[src/rtl/uart_pkg.sv]
// Shared constants for the buffered UART transmitter: parity modes, FSM
// state encoding and the baud divider calculation.
package uart_pkg;

    localparam int PARITY_NONE = 0;
    localparam int PARITY_ODD  = 1;
    localparam int PARITY_EVEN = 2;

    localparam logic [2:0] ST_IDLE   = 3'd0;
    localparam logic [2:0] ST_START  = 3'd1;
    localparam logic [2:0] ST_DATA   = 3'd2;
    localparam logic [2:0] ST_PARITY = 3'd3;
    localparam logic [2:0] ST_STOP   = 3'd4;

    // Rounded integer divider so the bit period error stays under half a clock.
    function automatic int baud_div(input int clk_hz, input int baud);
        return (clk_hz + baud / 2) / baud;
    endfunction

endpackage

[src/rtl/uart_tx_fifo.sv]
// Synchronous word FIFO with flush, occupancy count, full/empty flags and a
// registered overflow pulse for writes attempted while full.
module uart_tx_fifo #(
    parameter int WIDTH = 8,
    parameter int DEPTH = 16
) (
    input  logic                     clk_i,
    input  logic                     rst_i,
    input  logic                     wr_en_i,
    input  logic [WIDTH-1:0]         wr_data_i,
    input  logic                     rd_en_i,
    input  logic                     flush_i,
    output logic [WIDTH-1:0]         rd_data_o,
    output logic                     full_o,
    output logic                     empty_o,
    output logic [$clog2(DEPTH):0]   count_o,
    output logic                     overflow_o
);

    localparam int AW = $clog2(DEPTH);
    localparam logic [AW:0] FULL_CNT = DEPTH[AW:0];

    logic [WIDTH-1:0] mem_q [DEPTH];
    logic [AW-1:0]    wr_ptr_q, wr_ptr_d;
    logic [AW-1:0]    rd_ptr_q, rd_ptr_d;
    logic [AW:0]      count_q, count_d;
    logic             ovf_q, ovf_d;
    logic             push, pop;

    assign full_o     = (count_q == FULL_CNT);
    assign empty_o    = (count_q == '0);
    assign count_o    = count_q;
    assign overflow_o = ovf_q;
    assign rd_data_o  = mem_q[rd_ptr_q];

    // Flush wins over both ports; full is judged before any same-cycle pop.
    assign push = wr_en_i && !full_o && !flush_i;
    assign pop  = rd_en_i && !empty_o && !flush_i;

    always_comb begin
        wr_ptr_d = wr_ptr_q;
        rd_ptr_d = rd_ptr_q;
        count_d  = count_q;
        ovf_d    = wr_en_i && full_o;
        if (flush_i) begin
            wr_ptr_d = '0;
            rd_ptr_d = '0;
            count_d  = '0;
        end else begin
            if (push) wr_ptr_d = wr_ptr_q + AW'(1);
            if (pop)  rd_ptr_d = rd_ptr_q + AW'(1);
            case ({push, pop})
                2'b10:   count_d = count_q + (AW+1)'(1);
                2'b01:   count_d = count_q - (AW+1)'(1);
                default: count_d = count_q;
            endcase
        end
    end

    always_ff @(posedge clk_i) begin
        if (rst_i) begin
            wr_ptr_q <= '0;
            rd_ptr_q <= '0;
            count_q  <= '0;
            ovf_q    <= 1'b0;
        end else begin
            wr_ptr_q <= wr_ptr_d;
            rd_ptr_q <= rd_ptr_d;
            count_q  <= count_d;
            ovf_q    <= ovf_d;
        end
    end

    always_ff @(posedge clk_i) begin
        if (push) mem_q[wr_ptr_q] <= wr_data_i;
    end

endmodule

[src/rtl/uart_tx_framed.sv]
// Buffered UART transmitter: FIFO feeding a framing FSM with its own baud
// counter; frames with configurable data width, parity and stop bits.
module uart_tx_framed
    import uart_pkg::*;
#(
    parameter int CLK_HZ     = 50_000_000,
    parameter int BAUD       = 921600,
    parameter int DATA_BITS  = 8,
    parameter int PARITY     = 0,
    parameter int STOP_BITS  = 1,
    parameter int FIFO_DEPTH = 16
) (
    input  logic                          CLOCK_50M,
    input  logic                          RST,
    input  logic                          Wr_En,
    input  logic [DATA_BITS-1:0]          Wr_Data,
    input  logic                          Flush,
    output logic                          Full,
    output logic                          Empty,
    output logic [$clog2(FIFO_DEPTH):0]   Fifo_Count,
    output logic                          Overflow,
    output logic                          Busy,
    output logic                          Tx_Done_Sig,
    output logic                          Tx_Pin
);

    localparam int DIV = baud_div(CLK_HZ, BAUD);
    localparam int BW  = $clog2(DIV + 1);
    localparam logic [BW-1:0] BAUD_LAST = BW'(DIV - 1);
    localparam logic [3:0]    DATA_LAST = 4'(DATA_BITS - 1);
    localparam logic [3:0]    STOP_LAST = 4'(STOP_BITS - 1);

    logic [2:0]           state_q, state_d;
    logic [BW-1:0]        baud_q, baud_d;
    logic [3:0]           bit_q, bit_d;
    logic [DATA_BITS-1:0] shift_q, shift_d;
    logic                 par_q, par_d;
    logic                 tx_q, tx_d;
    logic                 done_q, done_d;

    logic                 pop;
    logic                 fifo_empty;
    logic [DATA_BITS-1:0] fifo_data;
    logic                 bit_end;
    logic                 load_ok;

    function automatic logic parity_bit(input logic [DATA_BITS-1:0] d);
        return (PARITY == PARITY_ODD) ? ~^d : ^d;
    endfunction

    uart_tx_fifo #(
        .WIDTH (DATA_BITS),
        .DEPTH (FIFO_DEPTH)
    ) u_fifo (
        .clk_i      (CLOCK_50M),
        .rst_i      (RST),
        .wr_en_i    (Wr_En),
        .wr_data_i  (Wr_Data),
        .rd_en_i    (pop),
        .flush_i    (Flush),
        .rd_data_o  (fifo_data),
        .full_o     (Full),
        .empty_o    (fifo_empty),
        .count_o    (Fifo_Count),
        .overflow_o (Overflow)
    );

    assign Empty       = fifo_empty;
    assign Busy        = (state_q != ST_IDLE);
    assign Tx_Done_Sig = done_q;
    assign Tx_Pin      = tx_q;

    assign bit_end = (baud_q == BAUD_LAST);
    // A word being flushed this cycle must not be started either.
    assign load_ok = !fifo_empty && !Flush;

    always_comb begin
        state_d = state_q;
        baud_d  = baud_q + BW'(1);
        bit_d   = bit_q;
        shift_d = shift_q;
        par_d   = par_q;
        done_d  = 1'b0;
        pop     = 1'b0;
        case (state_q)
            ST_IDLE: begin
                baud_d = '0;
                if (load_ok) begin
                    pop     = 1'b1;
                    shift_d = fifo_data;
                    par_d   = parity_bit(fifo_data);
                    bit_d   = '0;
                    state_d = ST_START;
                end
            end
            ST_START: begin
                if (bit_end) begin
                    baud_d  = '0;
                    bit_d   = '0;
                    state_d = ST_DATA;
                end
            end
            ST_DATA: begin
                if (bit_end) begin
                    baud_d  = '0;
                    shift_d = shift_q >> 1;
                    if (bit_q == DATA_LAST) begin
                        bit_d   = '0;
                        state_d = (PARITY != PARITY_NONE) ? ST_PARITY : ST_STOP;
                    end else begin
                        bit_d = bit_q + 4'd1;
                    end
                end
            end
            ST_PARITY: begin
                if (bit_end) begin
                    baud_d  = '0;
                    bit_d   = '0;
                    state_d = ST_STOP;
                end
            end
            ST_STOP: begin
                if (bit_end) begin
                    baud_d = '0;
                    if (bit_q == STOP_LAST) begin
                        done_d = 1'b1;
                        bit_d  = '0;
                        // Chain straight into the next start bit when work is queued.
                        if (load_ok) begin
                            pop     = 1'b1;
                            shift_d = fifo_data;
                            par_d   = parity_bit(fifo_data);
                            state_d = ST_START;
                        end else begin
                            state_d = ST_IDLE;
                        end
                    end else begin
                        bit_d = bit_q + 4'd1;
                    end
                end
            end
            default: begin
                baud_d  = '0;
                bit_d   = '0;
                state_d = ST_IDLE;
            end
        endcase
    end

    // Line level follows the current state, so the pin lags the FSM by one clock.
    always_comb begin
        tx_d = 1'b1;
        case (state_q)
            ST_START:  tx_d = 1'b0;
            ST_DATA:   tx_d = shift_q[0];
            ST_PARITY: tx_d = par_q;
            default:   tx_d = 1'b1;
        endcase
    end

    always_ff @(posedge CLOCK_50M) begin
        if (RST) begin
            state_q <= ST_IDLE;
            baud_q  <= '0;
            bit_q   <= '0;
            tx_q    <= 1'b1;
            done_q  <= 1'b0;
        end else begin
            state_q <= state_d;
            baud_q  <= baud_d;
            bit_q   <= bit_d;
            tx_q    <= tx_d;
            done_q  <= done_d;
        end
    end

    always_ff @(posedge CLOCK_50M) begin
        shift_q <= shift_d;
        par_q   <= par_d;
    end

endmodule

[config.mk]
export PLATFORM = sky130hd
export DESIGN_NAME = uart_tx_framed
export DESIGN_NICKNAME = d
export VERILOG_FILES = /design/src/rtl/uart_pkg.sv /design/src/rtl/uart_tx_fifo.sv /design/src/rtl/uart_tx_framed.sv
export SDC_FILE = /design/constraint.sdc
export NUM_CORES = 1
export LEC_CHECK = 0
export ABC_CLOCK_PERIOD_IN_PS = 2900
export BUFFER_PORTS_ARGS = -buffer_cell sky130_fd_sc_hd__buf_2
export CORE_UTILIZATION = 30
export CTS_CLUSTER_SIZE = 8
export DETAILED_ROUTE_END_ITERATION = 16
export PLACE_DENSITY_LB_ADDON = 0.05
export REMOVE_ABC_BUFFERS = 1
export SETUP_SLACK_MARGIN = 0.4
export SLEW_MARGIN = 20
export SYNTH_ARGS = -nofsm -noshare
export SYNTH_HDL_FRONTEND = slang
export SYNTH_SLANG_ARGS = --single-unit
[constraint.sdc]
create_clock -name CLOCK_50M -period 2.9 [get_ports CLOCK_50M]
set_clock_uncertainty 0.15 [all_clocks]
set_input_delay 0.145 -clock CLOCK_50M [delete_from_list [all_inputs] [get_ports CLOCK_50M]]
set_output_delay 0.145 -clock CLOCK_50M [all_outputs]
set_load 0.02 [all_outputs]
* After elaboration in Yosys (flattened, before gate mapping) *
Memory sizes are Yosys's and may differ from the RTL's. A register that Yosys moved wholly into a read port is not among the register bits.
Cells that the tools add are included.

word-level totals
  memories kept = 1
  RAM bits = 128
  output and inout bits = 11
  register bits = 38

memory list
  memory        words  width  rd ports  clocked after memory_dff  write ports  RTL line            RTL
  u_fifo.mem_q  16     8      1         1                         1            uart_tx_fifo.sv:23  logic [WIDTH-1:0] mem_q [DEPTH];

operators by class
  add/sub/neg operators = 6
  bitwise operators = 3
  equality and inequality tests = 17
  mux-type cells = 36
  reductions and logical operators = 26

operator list
  kind                                                                   count
  4-bit 2-to-1 mux                                                       8
  8-bit 2-to-1 mux                                                       4
  8-bit one-hot mux with 3 select lines                                  1
  3-bit 2-to-1 mux                                                       7
  4-bit one-hot mux with 4 select lines                                  1
  3-bit one-hot mux with 5 select lines                                  1
  2-bit != test, second input constant                                   7
  4-bit by 1-bit adder with 4-bit output, second input constant          3
  1-bit 2-to-1 mux                                                       10
  5-bit one-hot mux with 2 select lines                                  1
  4-bit AND reduction                                                    2
  8-bit parity                                                           1
  7-bit AND reduction                                                    1
  6-bit by 1-bit adder with 6-bit output, second input constant          1
  3-bit by 2-bit equality test with 1-bit output, second input constant  2
  6-bit equality test, second input constant                             1
  1-bit logical AND                                                      6
  3-bit nonzero test                                                     2
  3-bit OR reduction                                                     2
  5-bit by 1-bit adder with 5-bit output, second input constant          1
  5-bit equality test, second input constant                             1
  5-bit zero test                                                        1
  5-bit by 1-bit subtractor with 5-bit output, second input constant     1
  4-bit by 3-bit equality test with 1-bit output, second input constant  1
  other kinds (15)                                                       22

* Logic depth before layout (Yosys ltp) *
Gate-level depths: netlist of run 1.

  depth in word-level cells = 11
  gate-level depth with buffers = 16
  mapped depth without buffers = 15

* Cells and area by module *
Synthesis of run 1 repeated with hierarchy kept, for this count alone.

unflattened totals
  cells, all modules = 450
  area, all modules = 7288.2 sq um

by module, submodules not included
  module          cells an instance  area each (sq um)  instances
  uart_tx_fifo    307                5950.7             1
  uart_tx_framed  143                1337.5             1

* Least setup slack after synthesis of run 1 *
OpenSTA, ideal clock, no wires.

  path type = reg-to-reg
  start point = register u_fifo.count_q[1], in the netlist u_fifo.count_o[1]
  end point = register u_fifo.count_q[4], in the netlist u_fifo.count_o[4]
  slack = -0.255 ns
  library setup time = 0.128 ns
  cell stages (with the launch flop) = 16
  path buffers = 2
  arrival time = 2.877 ns
  path through = dfxtp_1 buf_2 or4_1 o21ai_1 nor2_1 inv_1 ha_1 clkbuf_1 xor2_1 ha_1 a21o_1 nand2_1 a21o_1 a21oi_1 xnor2_1 nor2_1

on the way
  cells in the longest elaborated chain, start to end = 11
  elaborated cells on any way between the ends = 19
  classes of those cells = 2 x add/sub; 3 x eq/ne; 5 x mux; 9 x reduce/logical

RTL lines
  what                                                                                          RTL line                                     RTL
  start: declaration                                                                            uart_tx_fifo.sv:26                           logic [AW:0] count_q, count_d;
  start signal: assignment                                                                      uart_tx_fifo.sv:69                           count_q <= count_d;
  5-bit zero test                                                                               uart_tx_fifo.sv:31                           assign empty_o = (count_q == '0);
  1-bit zero test                                                                               uart_tx_fifo.sv:38, uart_tx_framed.sv:75
  1-bit logical AND                                                                             uart_tx_framed.sv:75                         assign load_ok = !fifo_empty && !Flush;
  1-bit 2-to-1 mux                                                                              uart_tx_framed.sv:88, uart_tx_framed.sv:129
  1-bit 2-to-1 mux                                                                              uart_tx_framed.sv:125                        if (bit_q == STOP_LAST) begin
  1-bit 2-to-1 mux                                                                              uart_tx_framed.sv:123                        if (bit_end) begin
  1-bit one-hot mux with 2 select lines                                                         uart_tx_framed.sv:85                         case (state_q)
  1-bit logical AND (2 in a row)                                                                uart_tx_fifo.sv:38                           assign pop = rd_en_i && !empty_o && !flush_i;
  2-bit by 1-bit equality test with 1-bit output / 2-bit equality test (equally long branches)  uart_tx_fifo.sv:52                           case ({push, pop})
  5-bit one-hot mux with 2 select lines / 2-bit nonzero test (equally long branches)            --

Several ways; a longest one is shown, not always the timed one.
A chain may end at the register's enable or synchronous reset.

==> out/metrics.cfg, run 1 <==
[run_status]
status = complete, no violations

[critical_path]
worst-path-buf-inv = 2
required_ps = 2920
worst_path_max_delay_cell = mux4_2
cp_cell_sequence = buf_12 -> buf_12 -> mux4_2 -> mux4_2 -> xnor2_2 -> xnor2_1 -> xnor3_1
cp_max_fo = 8
end_kind = register
cp_data_arrival_time_ps = 2670
start_kind = register
critPathMaxStageDelay_ps = 520
crit_type = reg2reg
crit_family = multiplexers

[synth]
synth-seq-cells = 170
synthArstFlopShare = 0
yosysWarningCount = 0
synth_seq_area_share = 0.6697
synth_top_flop_cell = edfxtp_1
synthCells = 456
syn_avg_cell_area_um2 = 15.63
synth.distinct_cells = 53
synth-edff-count = 137
syn_area_mm2 = 0.007129

[floorplanning]
die_y_um = 156.2
io_pins = 23
die_w_um = 156.2
core_mm2 = 0.02340
initial_utilization = 0.3046
row_count = 56
die-area_mm2 = 0.02438

[layout]
layout_common_cells = 137 x edfxtp_1, 39 x nor2_1, 39 x buf_4, 26 x dfxtp_1, 24 x mux4_2
final_common_cell = edfxtp_1
num_antenna_cells = 0
fill_cells = 2267
syn2layout_area_growth_pct = 23.85
drive_gt1_frac = 0.3170
fin_cells = 871
final_util = 0.3773
stdcell_area_mm2 = 0.008830
nets = 563

[grt]
grt_pass1_wl_um = 24520
grt_overflow = 0
grt_max_degree = 19
grt_pass1_vias = 4126
grt_use_total = 0.1383
antenna_found_initial = 0

[clock_tree]
root_buffer = clkbuf_16
clk_latency_ps = 430
cts_inserted_buffers = 17
htreeDepth = 4
cts.sinks = 170
cts.clk_slew.worst_paths_ps = 70
cts_tree = done
clockBufferDepth = 2

[drt]
drt_iter0_drc = 176
wl_per_cell_um = 18.02
drt_first_pass_iters = 4
ant_nets = 0
totalWireLength_um = 15700
num_vias = 4005
vias_per_cell = 4.598
drcViolationCount = 0

[place]
gp_congestion = 0.7203
portBuffers = 22
dp_slack_ps = 5.726
place_inst = 809
dpl.hpwl_um = 10490
dpl_cell_area_mm2 = 0.007781

[job]
cap_viol_max_count = 0

[timing]
rsz0062_at_grt = true
finalSetupTns_ps = 0
postLayoutSetupSlackWorst_ps = 248.7
max-slew-margin-rel = 0.4028
min_period_over_period = 0.9142
timing.fmax_ghz = 0.3772
slew_viol_final = 0
whs_ps = 99.96
setup_viol = 0
final-hold-violation-count = 0
worstMarginPinSlew_ps = 892.5
fin_crit_ps = 2651

[power]
power.density_mw_per_mm2 = 581.8
vdd_drop_max_mv = 0.2415
p_leak_nw = 2.932
total_power_mw = 5.137

[hold_path]
hold_path_class = in2reg

synth_stat cells, types with 2 or more instances:
cell type | number | area, um2
nand4_1 | 3 | 18.77
o21ai_0 | 8 | 40.04
buf_2 | 2 | 10.01
mux2i_1 | 17 | 170.2
buf_6 | 3 | 33.78
or3_1 | 3 | 18.77
ha_1 | 12 | 150.1
nand2_1 | 20 | 75.07
inv_1 | 11 | 41.29
o21ai_1 | 2 | 10.01
edfxtp_1 | 137 | 4114
mux4_1 | 7 | 183.9
or3b_1 | 2 | 17.52
xnor2_2 | 2 | 32.53
nor3b_1 | 2 | 15.01
clkbuf_1 | 12 | 45.04
dfxtp_1 | 33 | 660.6
a221oi_1 | 4 | 35.03
inv_2 | 2 | 7.510
mux4_2 | 22 | 495.5
a22oi_1 | 4 | 30.03
a21o_1 | 2 | 15.01
or4_1 | 2 | 15.01
a21oi_1 | 21 | 105.1
nand2b_1 | 6 | 37.54
nor2_1 | 49 | 183.9
nor2b_1 | 6 | 37.54
nand3_1 | 7 | 35.03
xor2_1 | 9 | 78.83
a22o_1 | 7 | 61.31
a221oi_2 | 2 | 30.03
nor3_1 | 8 | 40.04
xnor2_1 | 9 | 78.83
final timing paths:
check	slack (ps)	endpoint	depth (start not counted)	start
max reg2reg	250	par_q	7	register
max	250	par_q	7	register
min	100	shift_q[7]	4	Flush
min reg2reg	360	bit_q[3]	2	bit_q[3]
metal layers:
layer,part of all wire,GRT usage,up-vias
li1,-,-,1914
met1,0.46,0.1810,2030
met2,0.50,0.2319,54
met3,0.030,0.03333,7
met4,0.0069,0.02941,0
met5,0,0,-
state kept, by name, indices dropped and copies added (netlist names), named ones only:
| signal | count |
|---|---|
| state_q | 3 |
| baud_q | 6 |
| par_q | 1 |
| u_fifo.rd_ptr_q | 4 |
| Tx_Pin | 1 |
| u_fifo.wr_ptr_q | 4 |
| u_fifo.overflow_o | 1 |
| shift_q | 8 |
| u_fifo.mem_q | 128 |
| bit_q | 4 |
| u_fifo.count_o | 5 |
| Tx_Done_Sig | 1 |
kinds of logic after synthesis:
group / after synthesis / share of synthesized area
flops: 170 / 0.6697
xor+xnor: 21 / 0.02984
fa+ha+maj: 12 / 0.02106
simple gates: 118 / 0.08126
mux: 46 / 0.1192
buf+inv: 31 / 0.02211
compound gates: 58 / 0.05686
where the power goes:
part           switching, mW  internal [mW]
clock network           1.08           1.15
logic                  0.124          0.112
registers             0.0123           2.66
total                   1.22           3.92
repair_timing:
item                       in CTS  in global routing
cloned                          1                  0
hold endpoints to repair      139                  0
buffers inserted               14                  4
gates resized for setup        20                 35
setup endpoints to repair      28                 74
hold buffers                   11                  0
pin swaps                       7                  3
worst reg2reg max path: stages, from the launching register on:
cell and delay, ps:
dfxtp_4 380, buf_12 150, buf_12 140, mux4_2 500, mux4_2 520, xnor2_2 170, xnor2_1 180, xnor3_1 220
final cells by class:
class / instances / area [um2] / area share
flip-flops and latches: 170 / 4786 / 0.5420
multi-input cells: 255 / 2337 / 0.2647
repair buffers: 82 / 673.1 / 0.07624
clock buffers: 18 / 429.2 / 0.04860
well taps: 319 / 399.1 / 0.04520
clock inverters: 14 / 153.9 / 0.01743
inverters: 13 / 51.30 / 0.005810
No activity file was read; power rests on OpenSTA's default activity.
==> inputs of run 2 (changes only) <==
SYNTH_HIERARCHICAL = 1   (was unset)
==> out/metrics.cfg, run 2 <==
[hold_path]
hold_depth = 4
hold_path_class = in2reg

[drt]
drt_iter0_drc = 223
num_vias = 4081
wl_per_cell_um = 17.62
drt_first_pass_iters = 6
totalWireLength_um = 15490
ant_nets = 0
vias_per_cell = 4.643
drcViolationCount = 0

[critical_path]
end_kind = register
ff2ff_path_depth = 18
r2r_slack_ps = 110
required_ps = 2880
r2r_end = par_q
crit_type = reg2reg
cp_max_fo = 2
startpoint = u_fifo/count_o[3]
reg2reg_from = u_fifo/count_o[3]
crit_path_end = par_q
start_kind = register
cp_data_arrival_time_ps = 2780

[grt]
grt-busiest-layer = met2
grt_overflow = 0
grt_pass1_vias = 4265
met2_usage = 0.2310
grt_pass1_wl_um = 24540
met1_usage = 0.1697
grt_max_degree = 33
grt_use_total = 0.1355
antenna_found_initial = 0
grtUsageMet3 = 0.03586

[layout]
fin_cells = 879
stdcell_area_mm2 = 0.009096
layout_common_cells = 137 x edfxtp_1, 61 x buf_4, 40 x nor2_1, 31 x mux4_2, 29 x nand2_1
drive_gt1_frac = 0.3482
top_register = u_fifo/mem_q
num_antenna_cells = 0
nets = 571
largest_register_ffs = 128
reg.largest.list = u_fifo/mem_q (128), shift_q (8), baud_q (6)
final_util = 0.3841
syn2layout_area_growth_pct = 24.81
fill_cells = 2298
final_common_cell = edfxtp_1

[clock_tree]
clockBufferDepth = 2
clk_latency_ps = 430
root_buffer = clkbuf_16
cts_tree = done
cts.clk_slew.worst_paths_ps = 70
cts_inserted_buffers = 17
htreeDepth = 4
cts.sinks = 170

[floorplanning]
die_w_um = 157.9
die-area_mm2 = 0.02492
die_y_um = 157.9
initial_utilization = 0.3077
row_count = 56
core_mm2 = 0.02368
io_pins = 23

[job]
cap_viol_max_count = 0

[synth]
syn_area_mm2 = 0.007288
yosysWarningCount = 6
yosys.area.top_type = edfxtp_1
synthCells = 450
synthTopCellsByArea = edfxtp_1 56%, dfxtp_1 9.1%, mux4_2 8.0%
synthArstFlopShare = 0
syn_avg_cell_area_um2 = 16.20
yosysMostFrequentCell = edfxtp_1
synth_seq_area_share = 0.6551
synth.top_cell.area_share = 0.5645
synthTopCellsByCount = 137 x edfxtp_1, 42 x nor2_1, 33 x dfxtp_1, 30 x nand2_1, 26 x mux4_2
synth-seq-cells = 170
synth.distinct_cells = 62
synth-edff-count = 137
synth_top_flop_cell = edfxtp_1

[place]
portBuffers = 22
gp_congestion = 0.7320
dpl_cell_area_mm2 = 0.008056
place_inst = 818
dpl.hpwl_um = 10300
dp_slack_ps = -3.600

[power]
p_leak_nw = 3.053
vdd_drop_max_mv = 0.3448
power.density_mw_per_mm2 = 563.4
total_power_mw = 5.125

[timing]
max-slew-margin-rel = 0.5616
slew_viol_final = 0
rsz0062_at_grt = true
timing.fmax_ghz = 0.3581
min_period_over_period = 0.9630
final-hold-violation-count = 0
postLayoutSetupSlackWorst_ps = 107.3
setup_viol = 0
fin_crit_ps = 2793
worstMarginPinSlew_ps = 657.6

[run_status]
status = complete, no violations

-- run 2: area by class of cell --
type	count	area, um2	share of cell area
sequential	170	4783	0.5259
multi-input combinational	246	2451	0.2695
timing repair buffer	101	823.3	0.09051
clock buffer	17	425.4	0.04677
tap	319	399.1	0.04388
clock inverter	15	172.7	0.01898
inverter	11	41.29	0.004539
-- run 2: cells by family after synthesis --
kind of cell	count (synthesis)	share of synthesized area
flip-flops	170	0.6551
XOR/XNOR	23	0.02764
buffers and inverters	34	0.02695
adder cells (fa/ha/maj)	13	0.02215
AND/OR/NAND/NOR	124	0.08910
multiplexers	44	0.1370
AO/OA/AOI/OAI	42	0.04206
-- run 2: power breakdown --
| group | leakage (nW) | internal (mW) | switching [mW] |
|---|---|---|---|
| clock | 0.294 | 1.24 | 1.07 |
| combinational | 1.25 | 0.0708 | 0.0958 |
| sequential | 1.51 | 2.65 | 0.00747 |
-- run 2: per-layer routing --
layer  routed length [um]  part of all wire
met3                  488             0.032
met4                  138            0.0089
met5                    0                 0
met1                 7042              0.45
met2                 7816              0.50
-- run 2: worst max-delay path, cell delays in order, from the launching register on --
cell and delay (ps):
dfxtp_2 330, or4_4 140, nor2_4 40, nor2_4 90, nand2_2 60, buf_4 140
buf_6 100, buf_4 120, buf_4 120, buf_4 120, buf_4 120, buf_4 120
buf_4 120, buf_4 120, buf_4 120, buf_4 120, buf_4 120, buf_4 130
a21oi_4 110
-- run 2: worst min-delay path by stage --
stage | slack (ps) | endpoint | from
after floorplan | 60 | bit_q[0] | RST
after global placement | 320 | bit_q[0] | RST
after detailed placement | 320 | bit_q[0] | RST
after CTS | 40 | u_fifo/count_o[3] | Flush
after global routing | 110 | u_fifo/count_o[3] | Flush
final | 90 | u_fifo/count_o[3] | Flush
-- run 2: what timing repair did --
item / in CTS / in global routing
pin swaps: 11 / 11
gates cloned: 1 / 1
setup endpoints to repair: 5 / 16
gates resized for setup: 24 / 20
buffers inserted: 16 / 1
endpoints found under the hold margin: 133 / 0
hold buffers: 10 / 0
-- run 2: through the flow --
step / TNS [ps] / hold slack (ps)
2_1_floorplan: -3325 / 64.07
3_3_place_gp: -6.638 / 320.4
3_5_place_dp: -3.600 / 318.7
4_1_cts: 0 / 37.17
5_1_grt: 0 / 108.9
6_report: 0 / 89.99
